--- config.mk ---
export PLATFORM = sky130hd
export DESIGN_NAME = lpbk_csr_sequencer
export DESIGN_NICKNAME = d
export VERILOG_FILES = /design/src/rtl/lpbk_csr_sequencer.sv
export SDC_FILE = /design/constraint.sdc
export NUM_CORES = 1
export LEC_CHECK = 0
export ABC_CLOCK_PERIOD_IN_PS = 3900
export BUFFER_PORTS_ARGS = -buffer_cell sky130_fd_sc_hd__buf_2
export CORE_MARGIN = 5
export CORE_UTILIZATION = 52
export DETAILED_ROUTE_END_ITERATION = 10
export GPL_TIMING_DRIVEN = 0
export HOLD_SLACK_MARGIN = 0.08
export PLACE_DENSITY = 0.87
export SKIP_CTS_REPAIR_TIMING = 1
export SYNTH_ARGS = -nofsm -noshare
export SYNTH_HDL_FRONTEND = slang
export SYNTH_SLANG_ARGS = --single-unit
export TNS_END_PERCENT = 1
--- constraint.sdc ---
create_clock -name clk -period 3.9 [get_ports clk]
set_input_delay 0.585 -clock clk [delete_from_list [all_inputs] [get_ports clk]]
set_output_delay 0.585 -clock clk [all_outputs]
set_load 0.02 [all_outputs]
--- src/rtl/lpbk_csr_sequencer.sv ---
// rtl/lpbk_csr_sequencer.sv - CSR initiator that enables serial loopback and polls for PHY lock.
// Optional timeout logic is built only when LPBK_SEQ_TIMEOUT_EN is defined.
module lpbk_csr_sequencer #(
    parameter logic [3:0]  CTRL_ADDR     = 4'h0,
    parameter logic [3:0]  STAT_ADDR     = 4'h1,
    parameter logic [31:0] STAT_MASK     = 32'h3,
    parameter int unsigned POLL_GAP      = 16,
    parameter int unsigned TIMEOUT_POLLS = 1000
) (
    input  logic        clk,
    input  logic        reset_n,
    input  logic        start,
    input  logic        lpbk_en,
    output logic        busy,
    output logic        done,
    output logic        pass,
    output logic        timeout,
    output logic [31:0] status_last,
    output logic [3:0]  csr_address,
    output logic        csr_read,
    output logic        csr_write,
    output logic [31:0] csr_writedata,
    input  logic [31:0] csr_readdata
);

    typedef enum logic [2:0] {
        S_IDLE,
        S_WRITE,
        S_READ,
        S_CAPTURE,
        S_GAP,
        S_FINISH
    } state_t;

    localparam logic [15:0] GAP_LAST = 16'(POLL_GAP - 1);

    state_t      state_q, state_d;
    logic        lpbk_q, lpbk_d;
    logic        pass_q, pass_d;
    logic [31:0] status_q, status_d;
    logic [15:0] poll_q, poll_d;
    logic [15:0] gap_q, gap_d;
    logic [15:0] poll_inc;
    logic        mask_ok;

`ifdef LPBK_SEQ_TIMEOUT_EN
    localparam logic [16:0] TO_LIMIT = 17'(TIMEOUT_POLLS);
    logic        timeout_q, timeout_d;
`endif

    // Poll counter saturates so a very long lock wait never wraps back to zero.
    assign poll_inc = (poll_q == 16'hFFFF) ? poll_q : poll_q + 16'd1;
    assign mask_ok  = ((csr_readdata & STAT_MASK) == STAT_MASK);

    always_comb begin
        state_d  = state_q;
        lpbk_d   = lpbk_q;
        pass_d   = pass_q;
        status_d = status_q;
        poll_d   = poll_q;
        gap_d    = gap_q;
`ifdef LPBK_SEQ_TIMEOUT_EN
        timeout_d = timeout_q;
`endif
        case (state_q)
            S_IDLE: begin
                if (start) begin
                    lpbk_d  = lpbk_en;
                    pass_d  = 1'b0;
                    poll_d  = 16'd0;
`ifdef LPBK_SEQ_TIMEOUT_EN
                    timeout_d = 1'b0;
`endif
                    state_d = S_WRITE;
                end
            end
            S_WRITE: state_d = S_READ;
            S_READ:  state_d = S_CAPTURE;
            S_CAPTURE: begin
                status_d = csr_readdata;
                if (mask_ok) begin
                    pass_d  = 1'b1;
                    state_d = S_FINISH;
                end else begin
                    poll_d  = poll_inc;
                    gap_d   = 16'd0;
                    state_d = S_GAP;
`ifdef LPBK_SEQ_TIMEOUT_EN
                    if (({1'b0, poll_q} + 17'd1) >= TO_LIMIT) begin
                        timeout_d = 1'b1;
                        state_d   = S_FINISH;
                    end
`endif
                end
            end
            S_GAP: begin
                if (gap_q == GAP_LAST) begin
                    state_d = S_READ;
                end else begin
                    gap_d = gap_q + 16'd1;
                end
            end
            S_FINISH: state_d = S_IDLE;
            default:  state_d = S_IDLE;
        endcase
    end

    always_ff @(posedge clk or negedge reset_n) begin
        if (!reset_n) begin
            state_q  <= S_IDLE;
            lpbk_q   <= 1'b0;
            pass_q   <= 1'b0;
            status_q <= 32'h0;
            poll_q   <= 16'd0;
            gap_q    <= 16'd0;
        end else begin
            state_q  <= state_d;
            lpbk_q   <= lpbk_d;
            pass_q   <= pass_d;
            status_q <= status_d;
            poll_q   <= poll_d;
            gap_q    <= gap_d;
        end
    end

`ifdef LPBK_SEQ_TIMEOUT_EN
    always_ff @(posedge clk or negedge reset_n) begin
        if (!reset_n) begin
            timeout_q <= 1'b0;
        end else begin
            timeout_q <= timeout_d;
        end
    end
    assign timeout = timeout_q;
`else
    assign timeout = 1'b0;
`endif

    // Strobes decode straight from state so reset kills an in-flight access at once.
    assign busy          = (state_q != S_IDLE);
    assign done          = (state_q == S_FINISH);
    assign csr_write     = (state_q == S_WRITE);
    assign csr_read      = (state_q == S_READ);
    assign csr_address   = csr_write ? CTRL_ADDR : (csr_read ? STAT_ADDR : 4'h0);
    assign csr_writedata = csr_write ? {31'b0, lpbk_q} : 32'h0;
    assign pass          = pass_q;
    assign status_last   = status_q;

endmodule

# ---- Word-level counts from Yosys, hierarchy flattened
# Cells that the tools add are included.
dict set report classes {
  n_addsub 1
  n_eq_ne 12
  mux 13
  reduce_logical 8
}
# operator n
set ops {}
lappend ops {{16-bit two-way mux} 2}
lappend ops {{16-bit case mux with 2 select lines} 1}
lappend ops {{16-bit by 1-bit adder with 16-bit output (second input constant)} 1}
lappend ops {{16-bit by 4-bit equality test with 1-bit output (second input constant)} 1}
lappend ops {{3-bit case mux with 5 select lines} 1}
lappend ops {{2-bit != test (second input constant)} 5}
lappend ops {{3-bit by 2-bit equality test with 1-bit output (second input constant)} 2}
lappend ops {{3-bit equality test (second input constant)} 2}
lappend ops {{1-bit two-way mux} 6}
lappend ops {{3-bit two-way mux} 2}
lappend ops {{3-bit AND reduction} 2}
lappend ops {{2-bit AND reduction} 2}
lappend ops {{2-bit nonzero test} 2}
lappend ops {{3-bit by 1-bit equality test with 1-bit output (second input constant)} 1}
lappend ops {{3-bit zero test} 1}
lappend ops {{3-bit nonzero test} 1}
lappend ops {{2-bit equality test (second input constant)} 1}
lappend ops {{1-bit case mux with 2 select lines} 1}
dict set report word_totals {
  regBits 53
  output_inout_bits 74
  elab_cells 39
}

# ---- Logic depth before layout (Yosys ltp)
# Gate-level depths: netlist of the first run.
dict set report depth {
  ltp_word 3
  depth_mapped 6
  ltp_nobuf 5
}

# ---- Least setup slack after synthesis of the first run
# OpenSTA, ideal clock, no wires.
dict set report synth_timing {
  kind {reg2out}
  startpoint {register state_q[2]}
  endpoint {output csr_writedata[0]}
  arrival_time_ps 1471
  required_ps 3315
  path_slack_ps 1844
  path_stages_with_launch 4
  path_buffers 1
  cell_sequence {dfrtp_1 -> clkbuf_1 -> nor3b_1 -> and2_1}
}
dict set report synth_between {
  elab_chain_cells 2
}
# item line
set synth_lines {}
lappend synth_lines {{start: declaration} 37} ;# state_t state_q, state_d;
lappend synth_lines {{start signal: assignment} 117} ;# state_q <= state_d;
lappend synth_lines {{3-bit by 1-bit equality test with 1-bit output} 142} ;# assign csr_write = (state_q == S_WRITE);
lappend synth_lines {{via csr_write} 21} ;# output logic csr_write,
lappend synth_lines {{1-bit two-way mux} 145} ;# assign csr_writedata = csr_write ? {31'b0, lpbk_q} : 32'h0;
lappend synth_lines {{end: declaration} 22} ;# output logic [31:0] csr_writedata,
# The timed path passes the listed nets, and every way through them passes these cells.

# ---- Final worst setup path of the first run
dict set report layout_timing {
  startpoint {register state_q[2]}
  endpoint {output csr_writedata[0]}
}
dict set report layout_between {
  elab_chain_cells 2
}
# item line
set layout_lines {}
lappend layout_lines {{3-bit by 1-bit equality test with 1-bit output} 142}
lappend layout_lines {{1-bit two-way mux} 145}
# No other way between the ends.

==> results of run 1 <==
## final cells by class
cell class / count / area, sq um
buffer: 47 / 333
clock buffer: 6 / 82.6
clock inverter: 1 / 7.51
fill: 387 / 1710
inverter: 14 / 52.6
multi-input combinational: 171 / 1170
sequential: 53 / 1330
tap: 70 / 87.6
timing repair buffer: 74 / 370
## critical path, stage by stage, from the launching register on
cell and delay, ps:
sky130_fd_sc_hd__dfrtp_1 410, sky130_fd_sc_hd__clkbuf_1 210, sky130_fd_sc_hd__nor3b_1 290, sky130_fd_sc_hd__and2_1 160
sky130_fd_sc_hd__buf_2 160
## kinds of logic (layout without fill, tap and decap cells)
| logic type | Yosys count | after routing |
|---|---|---|
| AO/OA/AOI/OAI | 34 | 34 |
| XOR/XNOR | 1 | 1 |
| adder cells (fa/ha/maj) | 1 | 1 |
| buffers and inverters | 61 | 142 |
| flip-flops | 53 | 53 |
| multiplexers | 35 | 35 |
| other | 1 | 35 |
| AND/OR/NAND/NOR | 65 | 65 |
## path summary, 6_finish.rpt
| check | startpoint | endpoint | slack, ps | cells after the start |
|---|---|---|---|---|
| worst max-delay path | state_q[2]$_DFFE_PN0P_ | csr_writedata[0] | 1790 | 4 |
| worst min register to register | status_last[5]$_DFFE_PN0P_ | status_last[5]$_DFFE_PN0P_ | 500 | 1 |
| min in group clk | status_last[5]$_DFFE_PN0P_ | status_last[5]$_DFFE_PN0P_ | 500 | 1 |
| max in group asynchronous | reset_n | status_last[4]$_DFFE_PN0P_ | 2680 | 1 |
| worst max register to register | gap_q[1]$_DFFE_PN0P_ | gap_q[12]$_DFFE_PN0P_ | 1960 | 5 |
| worst min-delay path | reset_n | state_q[1]$_DFFE_PN0P_ | 500 | 1 |
## layer usage
layer / wire (um) / part of all wire
met4: 88 / 0.014
met1: 2500 / 0.41
met5: 0 / 0
met3: 513 / 0.084
met2: 3030 / 0.49
## power groups by stage
stage          Combinational [mW]  Clock [mW]  Sequential (mW)
2_1_floorplan               0.688           0             1.20
3_3_place_gp                 1.24           0            0.984
3_5_place_dp                 1.27           0             1.00
4_1_cts                      1.28       0.317            0.992
5_1_grt                      1.37       0.341             1.03
6_report                     1.27       0.311            0.996
## Yosys cell counts (2+ instances only)
cell	count	area share
sky130_fd_sc_hd__dfrtp_1	53	0.48
sky130_fd_sc_hd__buf_4	35	0.095
sky130_fd_sc_hd__mux2_2	33	0.13
sky130_fd_sc_hd__inv_1	14	0.019
sky130_fd_sc_hd__nand2_1	9	0.012
sky130_fd_sc_hd__nor2_1	9	0.012
sky130_fd_sc_hd__nand3_1	8	0.015
sky130_fd_sc_hd__a21oi_1	7	0.013
sky130_fd_sc_hd__buf_2	7	0.013
sky130_fd_sc_hd__nor4_1	6	0.014
sky130_fd_sc_hd__o21ai_0	6	0.011
sky130_fd_sc_hd__nand4_1	5	0.011
sky130_fd_sc_hd__nor3_1	5	0.0091
sky130_fd_sc_hd__nor3b_1	5	0.014
sky130_fd_sc_hd__a31oi_1	4	0.0091
sky130_fd_sc_hd__o21ai_1	4	0.0073
sky130_fd_sc_hd__and3_1	3	0.0068
sky130_fd_sc_hd__or3_1	3	0.0068
sky130_fd_sc_hd__buf_6	2	0.0082
sky130_fd_sc_hd__clkbuf_1	2	0.0027
sky130_fd_sc_hd__mux2i_1	2	0.0073
sky130_fd_sc_hd__nand2b_1	2	0.0045
sky130_fd_sc_hd__o211ai_1	2	0.0054
sky130_fd_sc_hd__o211ai_2	2	0.0091
sky130_fd_sc_hd__o21a_1	2	0.0054
sky130_fd_sc_hd__o221ai_1	2	0.0064
## registers in the layout (all words and copies together), names as in the netlist
name and count:
status_last 32, gap_q 16, state_q 3, lpbk_q 1, pass 1
==> impl_metrics.xml, run 1 <==
<?xml version="1.0" encoding="UTF-8"?>
<metrics>
  <group name="job">
    <metric name="drv.max_cap_violation_count" unit="">0</metric>
  </group>
  <group name="synthesis">
    <metric name="postSynthRegisterBits" unit="">53</metric>
    <metric name="ys.warnings.count" unit="">0</metric>
    <metric name="portion_of_netlist_area_occupied_by_mux_cells" unit="">0.142</metric>
    <metric name="synth_area_in_adders" unit="">0.00454</metric>
    <metric name="synth-simple-area-share" unit="">0.143</metric>
    <metric name="dominantRegCellSynth" unit="">sky130_fd_sc_hd__dfrtp_1</metric>
    <metric name="synth_edf_count" unit="">0</metric>
    <metric name="synthDistinctLibCells" unit="">45</metric>
    <metric name="syn_inst" unit="">251</metric>
    <metric name="post_synth_xor_area_fraction" unit="">0.00318</metric>
    <metric name="dominant_combinational_cell_family_by_area_after_synthesis" unit="">simple AND/OR/NAND/NOR gates</metric>
    <metric name="synthesis.area" unit="sq mm">0.00276</metric>
    <metric name="ys_async_sr_fraction" unit="">1.00</metric>
    <metric name="synthesis.area_per_instance" unit="sq um">11.0</metric>
    <metric name="synth-compound-area-share" unit="">0.0849</metric>
    <metric name="synth-seq-area-share" unit="">0.481</metric>
  </group>
  <group name="floorplanning">
    <metric name="ios" unit="">110</metric>
    <metric name="die_y" unit="um">82.8</metric>
    <metric name="row_count" unit="">26</metric>
    <metric name="die_w" unit="um">82.8</metric>
    <metric name="core_area" unit="sq mm">0.00514</metric>
    <metric name="start_util" unit="">0.536</metric>
    <metric name="die_area" unit="sq mm">0.00686</metric>
  </group>
  <group name="place">
    <metric name="dpl.cell_count" unit="">429</metric>
    <metric name="gp_congestion" unit="">0.901</metric>
    <metric name="placement.setup.worst_slack" unit="ps">2020</metric>
    <metric name="hpwl" unit="um">4630</metric>
    <metric name="io_buffer_count" unit="">74</metric>
    <metric name="placement.cell_area" unit="sq mm">0.00334</metric>
  </group>
  <group name="grt">
    <metric name="global_route.usage.total" unit="">0.175</metric>
    <metric name="gr-max-usage-layer" unit="">met2</metric>
    <metric name="maximum_number_of_pins_on_one_net_before_global_route_repair" unit="">54</metric>
    <metric name="initial_antenna_violation_count" unit="">0</metric>
    <metric name="grt_pass1_wl" unit="um">10000</metric>
    <metric name="number_of_global_route_vias_before_repair" unit="">2166</metric>
    <metric name="globalRouteOverflowTotal" unit="">0</metric>
    <metric name="globalRouteMet1Util" unit="">0.198</metric>
    <metric name="grt_use_met3" unit="">0.0594</metric>
    <metric name="use_met2" unit="">0.302</metric>
  </group>
  <group name="clocking">
    <metric name="clock_tree.htree_level_count" unit="">2</metric>
    <metric name="clock_tree.buffer_depth" unit="">2</metric>
    <metric name="clk_latency" unit="ps">310</metric>
    <metric name="cts_num_sinks" unit="">53</metric>
    <metric name="clkSlewWorstSetupHoldPaths" unit="ps">90</metric>
    <metric name="cts_buffers" unit="">5</metric>
    <metric name="tritoncts_clock_tree" unit="">done</metric>
    <metric name="root_buffer" unit="">sky130_fd_sc_hd__clkbuf_8</metric>
  </group>
  <group name="detailed_routing">
    <metric name="detailedRoute.firstPassIterationCount" unit="">4</metric>
    <metric name="routed_wire_length_per_instance" unit="um">14.1</metric>
    <metric name="routed-via-count" unit="">2191</metric>
    <metric name="detailedRoute.firstIterationViolations" unit="">150</metric>
    <metric name="post_drt_via_cell_ratio" unit="">5.03</metric>
    <metric name="detail_route.drc_violations" unit="">0</metric>
    <metric name="drtAntennaViolNets" unit="">0</metric>
    <metric name="routed_wl" unit="um">6130</metric>
  </group>
  <group name="hold_path">
    <metric name="timing.hold.worst.class" unit="">input pin to asynchronous set/reset pin</metric>
  </group>
  <group name="timing">
    <metric name="fin_worst_skew" unit="ps">11.0</metric>
    <metric name="hold_violations" unit="">0</metric>
    <metric name="layout_worst_path_cycle_share" unit="">0.542</metric>
    <metric name="slew_headroom" unit="">0.224</metric>
    <metric name="fmax" unit="MHz">473</metric>
    <metric name="period_needed" unit="ps">2110</metric>
    <metric name="timing.final.max_slew_violations" unit="">0</metric>
    <metric name="rsz0062_at_grt" unit="">no</metric>
    <metric name="max_slew.worst_pin.slew" unit="ps">1160</metric>
    <metric name="setup_slack" unit="ps">1790</metric>
    <metric name="setup_viol" unit="">0</metric>
    <metric name="setup_total_negative_slack" unit="ps">0</metric>
    <metric name="fin_worst_hold_slack" unit="ps">503</metric>
  </group>
  <group name="layout">
    <metric name="instances_no_fill" unit="">436</metric>
    <metric name="design.final.nets" unit="">403</metric>
    <metric name="design_area" unit="sq mm">0.00343</metric>
    <metric name="mostFrequentLayoutCell" unit="">sky130_fd_sc_hd__buf_2</metric>
    <metric name="final_util" unit="">0.668</metric>
    <metric name="antenna-diode-count" unit="">0</metric>
    <metric name="syn_to_final_growth" unit="%">24.5</metric>
    <metric name="most-common-layout-cells" unit="">sky130_fd_sc_hd__buf_2 (81), sky130_fd_sc_hd__dfrtp_1 (53), sky130_fd_sc_hd__buf_4 (35), sky130_fd_sc_hd__conb_1 (35), sky130_fd_sc_hd__mux2_2 (33)</metric>
    <metric name="post_route_cells_drive_above_1_share" unit="">0.456</metric>
  </group>
  <group name="run_status">
    <metric name="outcome" unit="">complete, no violations</metric>
  </group>
  <group name="worst_setup_path">
    <metric name="cp.required" unit="ps">3310</metric>
    <metric name="nature_of_the_critical_path_endpoint" unit="">output pin</metric>
    <metric name="timing.critical_path.fanout_max" unit="">10</metric>
    <metric name="arrival" unit="ps">1530</metric>
    <metric name="setup.worst_path.start_class" unit="">flip-flop</metric>
    <metric name="worstSetupPathType" unit="">flip-flop to output pin</metric>
  </group>
  <group name="power">
    <metric name="peakVddDrop" unit="mV">0.384</metric>
    <metric name="power_switching" unit="mW">1.08</metric>
    <metric name="power_switching_share" unit="">0.419</metric>
    <metric name="power_density" unit="mW/mm^2">750</metric>
    <metric name="sequentialPowerShare" unit="">0.387</metric>
    <metric name="power_frac_comb" unit="">0.492</metric>
    <metric name="fin_total_pwr" unit="mW">2.57</metric>
    <metric name="internal_power" unit="mW">1.50</metric>
    <metric name="leakage" unit="nW">1.68</metric>
    <metric name="p_clk_frac" unit="">0.121</metric>
  </group>
</metrics>
Power figures use the tool's default switching activity.
==> inputs of run 2 (changes only) <==
--- a/config.mk
+++ b/config.mk
@@ -5,14 +5,14 @@
 export SDC_FILE = /design/constraint.sdc
 export NUM_CORES = 1
 export LEC_CHECK = 0
-export ABC_CLOCK_PERIOD_IN_PS = 3900
+export ABC_CLOCK_PERIOD_IN_PS = 1900
 export BUFFER_PORTS_ARGS = -buffer_cell sky130_fd_sc_hd__buf_2
 export CORE_MARGIN = 5
-export CORE_UTILIZATION = 52
+export CORE_UTILIZATION = 44
 export DETAILED_ROUTE_END_ITERATION = 10
 export GPL_TIMING_DRIVEN = 0
 export HOLD_SLACK_MARGIN = 0.08
-export PLACE_DENSITY = 0.87
+export PLACE_DENSITY = 0.79
 export SKIP_CTS_REPAIR_TIMING = 1
 export SYNTH_ARGS = -nofsm -noshare
 export SYNTH_HDL_FRONTEND = slang
==> constraint.sdc (replaced) <==
create_clock -name clk -period 1.9 [get_ports clk]
set_input_delay 0.285 -clock clk [delete_from_list [all_inputs] [get_ports clk]]
set_output_delay 0.285 -clock clk [all_outputs]
set_load 0.02 [all_outputs]
==> run 2 against run 1 <==
Net effect:
- register-to-register slack worse by 1900 ps
- sequential share of layout area decreased by 0.32 points
- final cell count increased by 1.6%
- clock-buffer cell count unchanged
- via count shrank 3.2%
- die area rose by 16%
- flip-flop and latch count did not move
- clock power grew 100%
==> impl_metrics.xml, run 2 (synthesis gave the netlist of run 1 again) <==
<?xml version="1.0" encoding="UTF-8"?>
<metrics>
  <group name="detailed_routing">
    <metric name="detailedRoute.firstPassIterationCount" unit="">4</metric>
    <metric name="routed_wire_length_per_instance" unit="um">12.9</metric>
    <metric name="routed-via-count" unit="">2121</metric>
    <metric name="detail_route.drc_violations" unit="">0</metric>
    <metric name="routed_wl" unit="um">5730</metric>
    <metric name="drtAntennaViolNets" unit="">0</metric>
    <metric name="detailedRoute.firstIterationViolations" unit="">134</metric>
    <metric name="post_drt_via_cell_ratio" unit="">4.79</metric>
  </group>
  <group name="worst_setup_path">
    <metric name="worst_reg_to_reg_path_cell_count" unit="">6</metric>
    <metric name="regToRegStartpoint" unit="">gap_q[0]$_DFFE_PN0P_</metric>
    <metric name="nature_of_the_critical_path_endpoint" unit="">flip-flop</metric>
    <metric name="setup.worst_path.start_class" unit="">flip-flop</metric>
    <metric name="cp.required" unit="ps">2140</metric>
    <metric name="worstSetupPathType" unit="">flip-flop to flip-flop</metric>
    <metric name="timing.critical_path.fanout_max" unit="">6</metric>
    <metric name="arrival" unit="ps">2060</metric>
    <metric name="r2r_slack" unit="ps">80</metric>
    <metric name="crit-reg2reg-capture" unit="">gap_q[1]$_DFFE_PN0P_</metric>
  </group>
  <group name="floorplanning">
    <metric name="core_area" unit="sq mm">0.00599</metric>
    <metric name="die_y" unit="um">89.2</metric>
    <metric name="start_util" unit="">0.460</metric>
    <metric name="die_w" unit="um">89.2</metric>
    <metric name="die_area" unit="sq mm">0.00795</metric>
    <metric name="row_count" unit="">28</metric>
    <metric name="ios" unit="">110</metric>
  </group>
  <group name="timing">
    <metric name="period_needed" unit="ps">1820</metric>
    <metric name="fin_worst_skew" unit="ps">12.0</metric>
    <metric name="rsz0062_at_grt" unit="">yes</metric>
    <metric name="hold_violations" unit="">0</metric>
    <metric name="fmax" unit="MHz">548</metric>
    <metric name="slew_headroom" unit="">0.227</metric>
    <metric name="setup_viol" unit="">0</metric>
    <metric name="timing.final.max_slew_violations" unit="">0</metric>
    <metric name="max_slew.worst_pin.slew" unit="ps">1160</metric>
    <metric name="layout_worst_path_cycle_share" unit="">0.960</metric>
    <metric name="setup_slack" unit="ps">76.4</metric>
  </group>
  <group name="power">
    <metric name="power_switching_share" unit="">0.419</metric>
    <metric name="power_frac_comb" unit="">0.496</metric>
    <metric name="fin_total_pwr" unit="mW">5.27</metric>
    <metric name="p_clk_frac" unit="">0.118</metric>
    <metric name="power_density" unit="mW/mm^2">1520</metric>
    <metric name="sequentialPowerShare" unit="">0.386</metric>
    <metric name="power_switching" unit="mW">2.21</metric>
    <metric name="peakVddDrop" unit="mV">0.817</metric>
    <metric name="internal_power" unit="mW">3.06</metric>
    <metric name="leakage" unit="nW">1.69</metric>
  </group>
  <group name="grt">
    <metric name="maximum_number_of_pins_on_one_net_before_global_route_repair" unit="">54</metric>
    <metric name="grt_pass1_wl" unit="um">8850</metric>
    <metric name="global_route.usage.total" unit="">0.142</metric>
    <metric name="globalRouteOverflowTotal" unit="">0</metric>
    <metric name="initial_antenna_violation_count" unit="">0</metric>
    <metric name="number_of_global_route_vias_before_repair" unit="">2000</metric>
  </group>
  <group name="hold_path">
    <metric name="timing.hold.worst.class" unit="">input pin to asynchronous set/reset pin</metric>
  </group>
  <group name="clocking">
    <metric name="clock_tree.buffer_depth" unit="">2</metric>
    <metric name="root_buffer" unit="">sky130_fd_sc_hd__clkbuf_8</metric>
    <metric name="tritoncts_clock_tree" unit="">done</metric>
    <metric name="cts_buffers" unit="">5</metric>
    <metric name="clkSlewWorstSetupHoldPaths" unit="ps">90</metric>
    <metric name="clk_latency" unit="ps">310</metric>
    <metric name="cts_num_sinks" unit="">53</metric>
    <metric name="clock_tree.htree_level_count" unit="">2</metric>
  </group>
  <group name="layout">
    <metric name="seqCellArea" unit="sq mm">0.00133</metric>
    <metric name="post_route_cells_drive_above_1_share" unit="">0.467</metric>
    <metric name="most-common-layout-cells" unit="">sky130_fd_sc_hd__buf_2 (81), sky130_fd_sc_hd__dfrtp_1 (53), sky130_fd_sc_hd__buf_4 (36), sky130_fd_sc_hd__conb_1 (35), sky130_fd_sc_hd__mux2_2 (33)</metric>
    <metric name="mostFrequentLayoutCell" unit="">sky130_fd_sc_hd__buf_2</metric>
    <metric name="instances_no_fill" unit="">443</metric>
    <metric name="antenna-diode-count" unit="">0</metric>
    <metric name="syn_to_final_growth" unit="%">25.6</metric>
    <metric name="design.final.nets" unit="">404</metric>
    <metric name="nFillCells" unit="">522</metric>
    <metric name="multiInputGateArea" unit="sq mm">0.00119</metric>
    <metric name="largest_register_ffs" unit="">32</metric>
  </group>
  <group name="place">
    <metric name="hpwl" unit="um">4270</metric>
    <metric name="dpl.cell_count" unit="">434</metric>
    <metric name="gp_congestion" unit="">0.901</metric>
    <metric name="io_buffer_count" unit="">74</metric>
    <metric name="placement.setup.worst_slack" unit="ps">57.6</metric>
  </group>
  <group name="job">
    <metric name="drv.max_cap_violation_count" unit="">0</metric>
  </group>
  <group name="run_status">
    <metric name="outcome" unit="">complete, no violations</metric>
  </group>
</metrics>
run 2: worst max path at each step:
| stage | startpoint | end | slack (ps) | depth (start not counted) |
|---|---|---|---|---|
| 6_report | gap_q[0]$_DFFE_PN0P_ | gap_q[1]$_DFFE_PN0P_ | 80 | 6 |
| 5_1_grt | gap_q[0]$_DFFE_PN0P_ | gap_q[1]$_DFFE_PN0P_ | -10 | 6 |
| 4_1_cts | state_q[1]$_DFFE_PN0P_ | gap_q[11]$_DFFE_PN0P_ | 40 | 5 |
| 3_5_place_dp | gap_q[0]$_DFFE_PN0P_ | gap_q[8]$_DFFE_PN0P_ | 60 | 6 |
| 3_3_place_gp | gap_q[0]$_DFFE_PN0P_ | gap_q[14]$_DFFE_PN0P_ | 70 | 6 |
| 2_1_floorplan | state_q[2]$_DFFE_PN0P_ | csr_writedata[0] | 140 | 3 |
run 2: worst max-delay path, stage by stage (launching register included):
cell	delay (ps)
sky130_fd_sc_hd__dfrtp_1	440
sky130_fd_sc_hd__ha_1	270
sky130_fd_sc_hd__and3_1	210
sky130_fd_sc_hd__and4_2	270
sky130_fd_sc_hd__o21ai_4	200
sky130_fd_sc_hd__buf_4	180
sky130_fd_sc_hd__mux2i_1	170
run 2: stage by stage:
stage                     hold WS, ps  TNS (ps)  cell area (sq um)   util
after floorplan                 -10.6         0               2880      -
after CTS                         194         0               3430  0.573
after global routing              183     -22.6               3460  0.578
after detailed placement          490         0               3350  0.559
after global placement            484         0               3350  0.559
final                             197         0               3460  0.578
run 2: cell type report:
type                    instances  share of cell area
inverters                      14              0.0152
repair buffers                 75               0.109
plain buffers                  47              0.0965
clock inverters                 2             0.00398
well taps                      75              0.0271
multi-input cells             171               0.344
flip-flops and latches         53               0.383
clock buffers                   6              0.0210
run 2: power by group through the flow:
| stage | sequential (mW) | clock [mW] | combinational (mW) |
|---|---|---|---|
| finish | 2.03 | 0.624 | 2.61 |
| global route | 2.11 | 0.702 | 2.84 |
| CTS | 2.03 | 0.648 | 2.61 |
| detailed placement | 2.05 | 0 | 2.60 |
| global placement | 2.03 | 0 | 2.56 |
| floorplan | 2.46 | 0 | 1.41 |
run 2: metal layers:
metal / up-vias / part of all wire / global-route usage
met1: 979 / 0.42 / 0.183
met3: 10 / 0.089 / 0.0313
met2: 86 / 0.46 / 0.229
li1: 1046 / - / -
met4: 0 / 0.026 / 0.0663
met5: - / 0 / 0
